--- src/rtl/decode_stage.sv ---
// decode_stage: registered RV32/RV64 instruction decode between fetch and register-read.
// Latency: 1 cycle from input transfer to out_valid.
// Backpressure: 1-entry skid buffer absorbs a stalled output; in_ready is a registered !skid_valid.
//
// Ports:
//   clk, rst_n     clock, asynchronous active-low reset
//   flush          synchronous kill of the output register and skid entry
//   in_*           upstream valid/ready handshake with raw instruction and PC
//   out_*          downstream valid/ready handshake with the PC of the decoded entry
//   opcode..funct7 sliced instruction fields
//   fmt            0=R 1=I 2=S 3=B 4=U 5=J 6=ILL
//   imm            immediate sign-extended to XLEN (0 for R and ILL)
//   illegal        unrecognised encoding
//   perf_decoded, perf_illegal  transfer counters, present only when
//                  DECODE_STAGE_PERF_EN is defined
module decode_stage #(
  parameter int XLEN = 32,
  parameter int PC_W = XLEN
) (
  input  logic            clk,
  input  logic            rst_n,
  input  logic            flush,
  input  logic            in_valid,
  output logic            in_ready,
  input  logic [31:0]     in_instr,
  input  logic [PC_W-1:0] in_pc,
  output logic            out_valid,
  input  logic            out_ready,
  output logic [PC_W-1:0] out_pc,
  output logic [6:0]      opcode,
  output logic [4:0]      rd,
  output logic [4:0]      rs1,
  output logic [4:0]      rs2,
  output logic [2:0]      funct3,
  output logic [6:0]      funct7,
  output logic [2:0]      fmt,
  output logic [XLEN-1:0] imm,
  output logic            illegal
`ifdef DECODE_STAGE_PERF_EN
  ,
  output logic [31:0]     perf_decoded,
  output logic [31:0]     perf_illegal
`endif
);

  localparam bit IS_RV64 = (XLEN == 64);

  typedef enum logic [2:0] {
    FMT_R   = 3'd0,
    FMT_I   = 3'd1,
    FMT_S   = 3'd2,
    FMT_B   = 3'd3,
    FMT_U   = 3'd4,
    FMT_J   = 3'd5,
    FMT_ILL = 3'd6
  } fmt_e;

  // One fully decoded entry; both the output register and the skid buffer
  // hold this so a skid-to-output move needs no re-decode.
  typedef struct packed {
    logic [PC_W-1:0] pc;
    logic [6:0]      opcode;
    logic [4:0]      rd;
    logic [4:0]      rs1;
    logic [4:0]      rs2;
    logic [2:0]      funct3;
    logic [6:0]      funct7;
    fmt_e            fmt;
    logic [XLEN-1:0] imm;
    logic            illegal;
  } dec_t;

  localparam dec_t DEC_RST = '{
    pc:      '0,
    opcode:  '0,
    rd:      '0,
    rs1:     '0,
    rs2:     '0,
    funct3:  '0,
    funct7:  '0,
    fmt:     FMT_ILL,
    imm:     '0,
    illegal: 1'b0
  };

  dec_t        dec;
  dec_t        out_q;
  dec_t        skid_q;
  logic        out_vld_q;
  logic        skid_vld_q;
  logic [31:0] imm32;
  logic        in_xfer;
  logic        out_xfer;

  assign in_ready = !skid_vld_q;
  assign in_xfer  = in_valid && in_ready;
  assign out_xfer = out_vld_q && out_ready;

  // ---------------------------------------------------------------------
  // Combinational decode of the incoming instruction
  // ---------------------------------------------------------------------
  always_comb begin
    dec        = DEC_RST;
    imm32      = '0;
    dec.pc     = in_pc;
    dec.opcode = in_instr[6:0];
    dec.rd     = in_instr[11:7];
    dec.funct3 = in_instr[14:12];
    dec.rs1    = in_instr[19:15];
    dec.rs2    = in_instr[24:20];
    dec.funct7 = in_instr[31:25];
    dec.fmt    = FMT_ILL;

    case (in_instr[6:0])
      7'b0110011:                     dec.fmt = FMT_R;
      7'b0111011: if (IS_RV64)        dec.fmt = FMT_R;
      7'b0010011, 7'b0000011,
      7'b1100111, 7'b1110011,
      7'b0001111:                     dec.fmt = FMT_I;
      7'b0011011: if (IS_RV64)        dec.fmt = FMT_I;
      7'b0100011:                     dec.fmt = FMT_S;
      7'b1100011:                     dec.fmt = FMT_B;
      7'b0110111, 7'b0010111:         dec.fmt = FMT_U;
      7'b1101111:                     dec.fmt = FMT_J;
      default:                        dec.fmt = FMT_ILL;
    endcase

    dec.illegal = (dec.fmt == FMT_ILL);

    // Every immediate is first formed as a sign-extended 32-bit value; the
    // widening to XLEN below repeats bit 31, which is instr[31] in every case.
    case (dec.fmt)
      FMT_I: imm32 = {{20{in_instr[31]}}, in_instr[31:20]};
      FMT_S: imm32 = {{20{in_instr[31]}}, in_instr[31:25], in_instr[11:7]};
      FMT_B: imm32 = {{19{in_instr[31]}}, in_instr[31], in_instr[7],
                      in_instr[30:25], in_instr[11:8], 1'b0};
      FMT_U: imm32 = {in_instr[31:12], 12'b0};
      FMT_J: imm32 = {{11{in_instr[31]}}, in_instr[31], in_instr[19:12],
                      in_instr[20], in_instr[30:21], 1'b0};
      default: imm32 = '0;
    endcase

    dec.imm = XLEN'($signed(imm32));
  end

  // ---------------------------------------------------------------------
  // Output register and skid buffer
  // ---------------------------------------------------------------------
  // The skid only fills while the output register is full and stalled, and
  // in_ready is low whenever the skid is full, so an accept and a skid
  // refill can never coincide.
  always_ff @(posedge clk or negedge rst_n) begin
    if (!rst_n) begin
      out_q      <= DEC_RST;
      skid_q     <= DEC_RST;
      out_vld_q  <= 1'b0;
      skid_vld_q <= 1'b0;
    end else if (flush) begin
      out_vld_q  <= 1'b0;
      skid_vld_q <= 1'b0;
    end else if (!out_vld_q || out_xfer) begin
      if (skid_vld_q) begin
        out_q      <= skid_q;
        out_vld_q  <= 1'b1;
        skid_vld_q <= 1'b0;
      end else if (in_xfer) begin
        out_q     <= dec;
        out_vld_q <= 1'b1;
      end else begin
        out_vld_q <= 1'b0;
      end
    end else if (in_xfer) begin
      skid_q     <= dec;
      skid_vld_q <= 1'b1;
    end
  end

  assign out_valid = out_vld_q;
  assign out_pc    = out_q.pc;
  assign opcode    = out_q.opcode;
  assign rd        = out_q.rd;
  assign rs1       = out_q.rs1;
  assign rs2       = out_q.rs2;
  assign funct3    = out_q.funct3;
  assign funct7    = out_q.funct7;
  assign fmt       = out_q.fmt;
  assign imm       = out_q.imm;
  assign illegal   = out_q.illegal;

`ifdef DECODE_STAGE_PERF_EN
  // A transfer in a flush cycle is killed along with the entry, so it is
  // not counted.
  always_ff @(posedge clk or negedge rst_n) begin
    if (!rst_n) begin
      perf_decoded <= '0;
      perf_illegal <= '0;
    end else if (out_xfer && !flush) begin
      perf_decoded <= perf_decoded + 32'd1;
      if (out_q.illegal) begin
        perf_illegal <= perf_illegal + 32'd1;
      end
    end
  end
`endif

endmodule

--- config.mk ---
export PLATFORM = sky130hd
export DESIGN_NAME = decode_stage
export DESIGN_NICKNAME = d
export VERILOG_FILES = /design/src/rtl/decode_stage.sv
export SDC_FILE = /design/constraint.sdc
export NUM_CORES = 1
export LEC_CHECK = 0
export ABC_AREA = 1
export BUFFER_PORTS_ARGS = -buffer_cell sky130_fd_sc_hd__clkbuf_2
export CELL_PAD_IN_SITES_DETAIL_PLACEMENT = 1
export CELL_PAD_IN_SITES_GLOBAL_PLACEMENT = 1
export CORE_MARGIN = 5
export CORE_UTILIZATION = 40
export CTS_CLUSTER_SIZE = 28
export DETAILED_ROUTE_END_ITERATION = 6
export PLACE_DENSITY_LB_ADDON = 0.1
export SLEW_MARGIN = 20
export SYNTH_ARGS = -nofsm -noshare
export SYNTH_HDL_FRONTEND = slang
export SYNTH_SLANG_ARGS = --single-unit
--- constraint.sdc ---
create_clock -name clk -period 1.7 [get_ports clk]
set_input_delay 0.17 -clock clk [delete_from_list [all_inputs] [get_ports clk]]
set_output_delay 0.17 -clock clk [all_outputs]
set_load 0.02 [all_outputs]
Yosys cells after proc, flatten, opt, wreduce, memory -nomap -nowiden
Cells that the tools add are included.

Bits in registers: 202. Input port bits: 69. Output and inout bits: 102.

Equal/unequal tests: 17. Multiplexer cells: 11. Bitwise logic cells: 2. Reductions and logical operators: 12.

Operators by type and width (count): $mux W100 (2); $pmux W32 S5 (1); $eq A7 B7 Y1 const B (4); $eq A7 B6 Y1 const B (3); $pmux W3 S6 (1); $eq A7 B5 Y1 const B (2); $eq A3 B3 Y1 const B (3); $eq A7 B2 Y1 const B (1); $eq A7 B4 Y1 const B (1); $mux W1 (7); $eq A3 B2 Y1 const B (2); $reduce_and A3 Y1 (2); $reduce_or A5 Y1 (1); $reduce_bool A2 Y1 (2); $eq A3 B1 Y1 const B (1); $reduce_bool A3 Y1 (1); $logic_and A1 B1 Y1 (2); $logic_not A1 Y1 (2); $not A1 Y1 (2); $reduce_or A2 Y1 (1); $logic_or A1 B1 Y1 (1).

Longest topological paths before layout
Gate-level depths: netlist of run 1.

Depth in word-level cells: 7. Gate-level depth with buffers: 19. Mapped depth without buffers: 19.

Least setup slack after synthesis of run 1
Ideal clock, no wire load.

Kind: input port to flip-flop. Start point: in in_instr[4]. End point: reg out_q (netlist bit imm[31]). Setup time: 0.116 ns. Arrival: 1.758 ns. Data required time: 1.584 ns. Setup slack: -0.175 ns. Cell stages on the path: 19. Buffers on the path: 1. Cell sequence: inv_2 -> nand3_2 -> inv_1 -> nand2_1 -> nand2_1 -> inv_2 -> ha_1 -> inv_1 -> nor2_2 -> nand3_4 -> nand2_4 -> inv_4 -> nand2_4 -> nand2_4 -> buf_6 -> o21ai_2 -> nand2_1 -> nand2_1 -> nand2_1.

Word-level cells in the longest chain between the ends: 7. Elaborated cells on any way between the ends: 22.

RTL lines: from (decl) (RTL line 25) `input logic [31:0] in_instr,`; $eq A7 B5 Y1 (tied with other cells) (RTL line 114) `case (in_instr[6:0])`; $reduce_or A5 Y1 or $reduce_or A2 Y1 (tied branches) (RTL line 114); $pmux W3 S6 (*) (RTL line 114); $eq A3 B3 Y1 (tied with other cells) (RTL line 132) `case (dec.fmt)`; $pmux W32 S5 (*) (RTL line 132); $mux W100 (*) (RTL line 166) `end else if (in_xfer) begin`; $mux W100 (*) (RTL line 162) `if (skid_vld_q) begin`; to (signal assigned) (RTL line 163) `out_q <= skid_q;`; to (decl) (RTL line 87) `dec_t out_q;`.

Every way passes the cells marked *; elsewhere a longest branch is shown, timed or not. The select of a mux whose other input is x is not followed. A chain may end at the register's enable or synchronous reset.

Worst setup path after layout of run 1
Start point: reg out_vld_q, in the netlist out_valid. End point: reg skid_q[58] (netlist bit).

Word-level cells in the longest chain between the ends: 4. Elaborated cells on any way between the ends: 5.

RTL lines: from (decl) (RTL line 89) `logic out_vld_q;`; from (signal assigned) (RTL line 156) `out_vld_q <= 1'b0;`; from (signal assigned) (RTL line 159) `out_vld_q <= 1'b0;`; from (signal assigned) (RTL line 164) `out_vld_q <= 1'b1;`; $logic_not A1 Y1 or $logic_and A1 B1 Y1 (tied branches) (RTL line 161, 97); $logic_or A1 B1 Y1 (*) (RTL line 161) `end else if (!out_vld_q || out_xfer) begin`; $not A1 Y1 (no source line) (*); $reduce_and A3 Y1 (no source line) (*); to (signal assigned) (RTL line 155) `skid_q <= DEC_RST;`; to (signal assigned) (RTL line 173) `skid_q <= dec;`; to (decl) (RTL line 88) `dec_t skid_q;`.

Every way passes the cells marked *; elsewhere a longest branch is shown, timed or not.

==> metrics.txt, run 1 <==
WP data arrival about 2100 ps; fin crit share 102%; Layout Skew around 13 ps; cell taking the most area after synthesis dfrtp_1; Critical Path Sink skid_q[58]; Die W ~160 um; library cells used by synthesis 31; NumNets Final around 1400; first-pass GRT wire length 47.1 mm; Finished Layout Cells roughly 1700; Crit Path Category flip-flop to flip-flop; Max-Cap Viols 0; Cell Area, Synth between 0.009 and 0.01 mm2; leakage between 6 and 7 nW; Switch Pwr roughly 4.0 mW; initial antenna violation count 0; Max Freq around 0.58 GHz; via count 8583; vias in the first global route 8763; CTS clk-pin slew, worst paths about 60 ps; switch share around 28%; Syn Inst Count 1105; number of DRC markers in iteration 0 roughly 380; Clock Power Share 38.4%; worst vdd ir ~660 uV; count leader, synth nand2_1; H-tree levels 1; placed insts about 1600; die height ~160 um; I/O pin count 171; HP Class input pin to flip-flop; vias per inst roughly 5.2; register area share after synthesis a little under three fifths; worst r2r src out_valid; PwrDens approximately 1100 mW/mm2; status finished, violations left; total grt overflow 0; routed wire length slightly above 30 mm; gp weighted congestion a little over 0.8; ANT cells 0; Port Buf Inserts between 150 and 200; hold_ws around 23 ps; CTS buffer count 23; post-synth top area share a little over half; EDFF count, synth 0; Skew-Pair Late Insertion Delay around 500 ps; Post-DRT Antenna Nets 0; CP peak stage delay between 300 and 400 ps; violated checks negative setup slack; CP max-delay cell dfrtp_1; Mean Syn Cell Area 8.24 um2; CP max FO 8; gr usage total approximately 22%; Synth Flop Type dfrtp_1; asr flop ratio synth 100%; CTS tree done; crit end category flip-flop; std cell rows 55; relative slew slack about two thirds; CP Launch Type flip-flop; core box area 0.0225 mm2; initial core utilization about two fifths; Final setup viols 11; sequential share of power 43.6%; unrepaired setup endpoints after global routing yes; Tightest Pin Transition approximately 480 ps; drt pass-1 iters 4; root buf cell clkbuf_16; R2R cell count 11; cell mode on critical path inv_1; layout cells sized above 1 between 20% and 30%; CP Launch Point out_valid; DP HPWL approximately 19 mm; Pint ~10 mW; CTS max path bufs 3; Required @ worst endpoint 2090 ps; r2r setup slk -40 ps; die area about 0.026 mm2; critical path cell sequence inv_1 > nor2_1 > inv_1 > nor2_2 > inv_2 > nor3_4 > clkinv_4 > buf_12 > clkbuf_16 > nand2_2 > o21ai_1; top post-synthesis cells by count nand2_1, o21ai_0, dfrtp_1; Logic pwr share about 18%; final total power between 10 and 15 mW; Post-Syn Nets ~1200; largest net degree at the start of global routing between 60 and 70; final worst slack -35.9 ps; Sink Count 202; number of synthesized register bits around 200; FF-to-FF End skid_q[58]; Final Hold Viols 0; Tmin final 1740 ps; Layout area overhead 40.2%; Wirelength per Cell 18.5 um; Max Slew Vio Count 0; synthesis warning total 0; top post-synthesis cells by area dfrtp_1, nand2_1, o21ai_0, inv_1, nand3_1; DRC viols 0
==> cell usage in the layout, fill, tap and decap left out, types with 5 or more instances in the layout <==
| cell type | count |
|---|---|
| clkbuf_1 | 6 |
| nand3_1 | 29 |
| buf_12 | 16 |
| nand2_2 | 33 |
| nor2_2 | 5 |
| nand3_2 | 17 |
| buf_6 | 8 |
| a31oi_1 | 10 |
| nor2_1 | 44 |
| o21ai_0 | 194 |
| o21ai_1 | 45 |
| clkbuf_8 | 8 |
| buf_4 | 55 |
| inv_1 | 73 |
| o21ai_2 | 12 |
| dfrtp_1 | 197 |
| clkbuf_16 | 29 |
| nand3_4 | 6 |
| a21oi_1 | 17 |
| dlygate4sd3_1 | 44 |
| clkbuf_2 | 164 |
| nand2_1 | 305 |
| nand2_4 | 9 |
| inv_2 | 9 |
==> state kept, by name, summed over array words and instances (netlist names) <==
name / cells
rd: 5
funct3: 3
rs2: 5
illegal: 1
funct7: 7
out_valid: 1
skid_q: 100
out_pc: 32
fmt: 3
skid_vld_q: 1
rs1: 5
opcode: 7
imm: 32
==> cell families after synthesis <==
kind of cell | share of synthesized area, %
DFF | 55.6
buffers and inverters | 7.26
adders and majority gates | 0.137
and+or+nand+nor | 20.8
AOI/OAI and AO/OA | 16.2
==> critical path: cells and delay by family (launching register included) <==
kind	cells	cell delay, ps
AOI/OAI and AO/OA	1	60
buffers and inverters	6	700
DFF	1	340
and+or+nand+nor	4	530
==> stage by stage <==
step / util (%) / setup TNS (ps) / setup slack [ps] / cell area (um2)
after floorplan: - / -702 / -57.8 / 9260
after global placement: 48.1 / -21120 / -416 / 10800
after detailed placement: 48.1 / -24110 / -493 / 10800
after CTS: 54.4 / -10.4 / -10.4 / 12200
after global routing: 56.7 / -11330 / -172 / 12800
final: 56.7 / -235 / -35.9 / 12800
==> layer usage <==
layer / GRT usage, % / wire length (um) / up-vias
met5: 0 / 0 / -
met4: 5.27 / 634 / 0
met3: 3.36 / 1380 / 44
met2: 37.3 / 14900 / 211
met1: 30.2 / 13900 / 4232
li1: - / - / 4096
==> power groups by stage <==
| stage | combinational [mW] | sequential (mW) | clock (mW) |
|---|---|---|---|
| global placement | 2.20 | 6.09 | 0 |
| global route | 2.78 | 6.17 | 5.73 |
| finish | 2.52 | 6.08 | 5.35 |
| detailed placement | 2.27 | 6.12 | 0 |
| CTS | 2.39 | 6.05 | 5.50 |
| floorplan | 0.913 | 6.43 | 0 |
==> final cells by class <==
class | count | area (um2)
Fill cell | 2645 | 9740
Inverter | 89 | 373
Sequential cell | 202 | 5060
Multi-Input combinational cell | 744 | 3710
Clock inverter | 5 | 125
Timing Repair Buffer | 302 | 2440
Tap cell | 285 | 357
Clock buffer | 36 | 694
==> worst min-delay path by stage <==
stage                       startpoint          to  slack [ps]  cells past startpoint
final                     in_instr[19]  skid_q[55]          20                      3
after global routing       in_instr[3]  skid_q[64]          20                      4
after CTS                 in_instr[30]  skid_q[11]           6                      3
after detailed placement         rst_n  out_pc[18]         170                      1
after global placement           rst_n  out_pc[20]         170                      1
after floorplan                  rst_n      fmt[0]        -130                      0
==> what timing repair did <==
action,CTS,global route
setup endpoints to repair,7,100
gates cloned,3,8
setup buffers,3,13
pin swaps,0,19
hold endpoints to repair,87,0
gates resized for setup,9,122
hold buffers,44,0
(Power assumes the default switching activity.)
==> run 2: changes to the inputs <==
CTS_BUF_LIST = sky130_fd_sc_hd__clkbuf_4 sky130_fd_sc_hd__clkbuf_8   (was default)
==> metrics.txt, run 2 (synthesis gave the netlist of run 1 again) <==
status finished, violations left; violated checks negative setup slack; die area ~0.026 mm2; CP peak stage delay 340 ps; drt pass-1 iters 4; worst vdd ir 593 uV; std cell rows 55; Sink Count 202; Placed Instance Area approximately 0.011 mm2; cell mode on critical path inv_1; root buf cell clkbuf_8; CP Launch Type flip-flop; Crit Path Category flip-flop to flip-flop; register with the most flip-flops skid_q; Skew-Pair Late Insertion Delay approximately 530 ps; CTS buffer count 37; die height between 150 and 200 um; initial core utilization between 40% and 50%; HP Class input pin to flip-flop; first-pass GRT wire length ~47 mm; Layout area overhead 39.5%; DP HPWL about 19 mm; most frequent cells in the layout nand2_1, o21ai_0, dfrtp_1; crit end category flip-flop; Required @ worst endpoint ~2100 ps; vias per inst roughly 5.1; Port Buf Inserts 170; fin crit share 103%; max FFs per register 100; Tmin final 1750 ps; H-tree levels 2; Die W 161 um; CTS clk-pin slew, worst paths 50 ps; Final setup viols 34; Max Freq between 0.5 and 0.6 GHz; ANT cells 0; PwrDens 1050 mW/mm2; Fillers about 2700; DRC viols 0; fin util approximately 56%; largest net degree at the start of global routing 66; Max Slew Vio Count 0; Tightest Pin Transition a little under 500 ps; routed wire length about 31 mm; critical path cell sequence inv_1 > nor2_1 > inv_1 > nor2_2 > inv_2 > nor3_4 > clkinv_4 > buf_6 > buf_12 > nand2_2 > nand2_1; CTS tree done; placed insts between 1500 and 2000; CP max-delay cell dfrtp_1; final worst slack -49.5 ps; CP max FO 8; Final Hold Viols 0; core box area between 0.02 and 0.025 mm2; area of the multi-input gates 0.00362 mm2; vias in the first global route approximately 8900; number of DRC markers in iteration 0 391; NumNets Final 1453; CTS max path bufs 3; unrepaired setup endpoints after global routing yes; hold_ws between 10 and 15 ps; Post-DRT Antenna Nets 0; relative slew slack between 60% and 70%; Wirelength per Cell 18.2 um; I/O pin count about 170; final instance area 0.0127 mm2; layout cells sized above 1 between 20 and 30%; total grt overflow 0; Layout Skew 22.0 ps; Max-Cap Viols 0; gp weighted congestion between 0.8 and 0.9; Storage cell area approximately 0.0051 mm2; via count around 8600; initial antenna violation count 0; gr usage total about 22%; leakage 6.79 nW; Finished Layout Cells 1693; WP data arrival around 2200 ps; most common cell after layout, fill and taps aside nand2_1
[run 2: through the flow]
stage	setup TNS [ps]	total power [mW]	setup WS [ps]
floorplan	-702	7.34	-57.8
global placement	-21120	8.29	-416
detailed placement	-24110	8.39	-493
finish	-656	13.3	-49.5
global route	-7640	14.1	-143
CTS	0	13.3	45.3
[run 2: routing by layer]
layer	vias up	track usage (%)	share of wire, %
met4	0	6.59	2.3
met5	-	0	0
met3	51	3.82	4.3
li1	4130	-	-
met1	4188	29.8	46
met2	215	37.0	48
[run 2: final timing paths]
| check | start | to | slack, ps | depth (start not counted) |
|---|---|---|---|---|
| worst min-delay path | in_instr[19] | skid_q[55] | 10 | 3 |
| min in group asynchronous | rst_n | out_pc[18] | 200 | 2 |
| worst max register to register | out_valid | skid_q[18] | -50 | 11 |
| worst min register to register | imm[30] | imm[30] | 480 | 2 |
| max in group asynchronous | rst_n | fmt[1] | 840 | 3 |
| worst max-delay path | out_valid | skid_q[18] | -50 | 11 |
[run 2: power by group]
part	internal (mW)	switching (mW)
clock	2.75	1.99
combinational	0.975	1.54
sequential	5.63	0.434
[run 2: final cells by class]
class	instances	area share, %
Clock buffer	62	5.88
Tap cell	285	2.81
Clock inverter	2	0.0985
Timing Repair Buffer	309	20.0
Inverter	89	2.92
Multi-Input combinational cell	744	28.5
Sequential cell	202	39.9
[run 2: repair_timing]
item                                    4_1_cts  5_1_grt
resized for setup                             8       80
endpoints found under the setup margin        1       96
buffers inserted                              3       14
gates cloned                                  3        7
pin swaps                                     0       11
hold buffers                                 51        0
endpoints found under the hold margin       159        0
[run 2: worst max-delay path: cells and delay by family, from the launching register on]
family                 cells  cell delay [ps]
buffers and inverters      6              680
and+or+nand+nor            5              580
DFF                        1              340
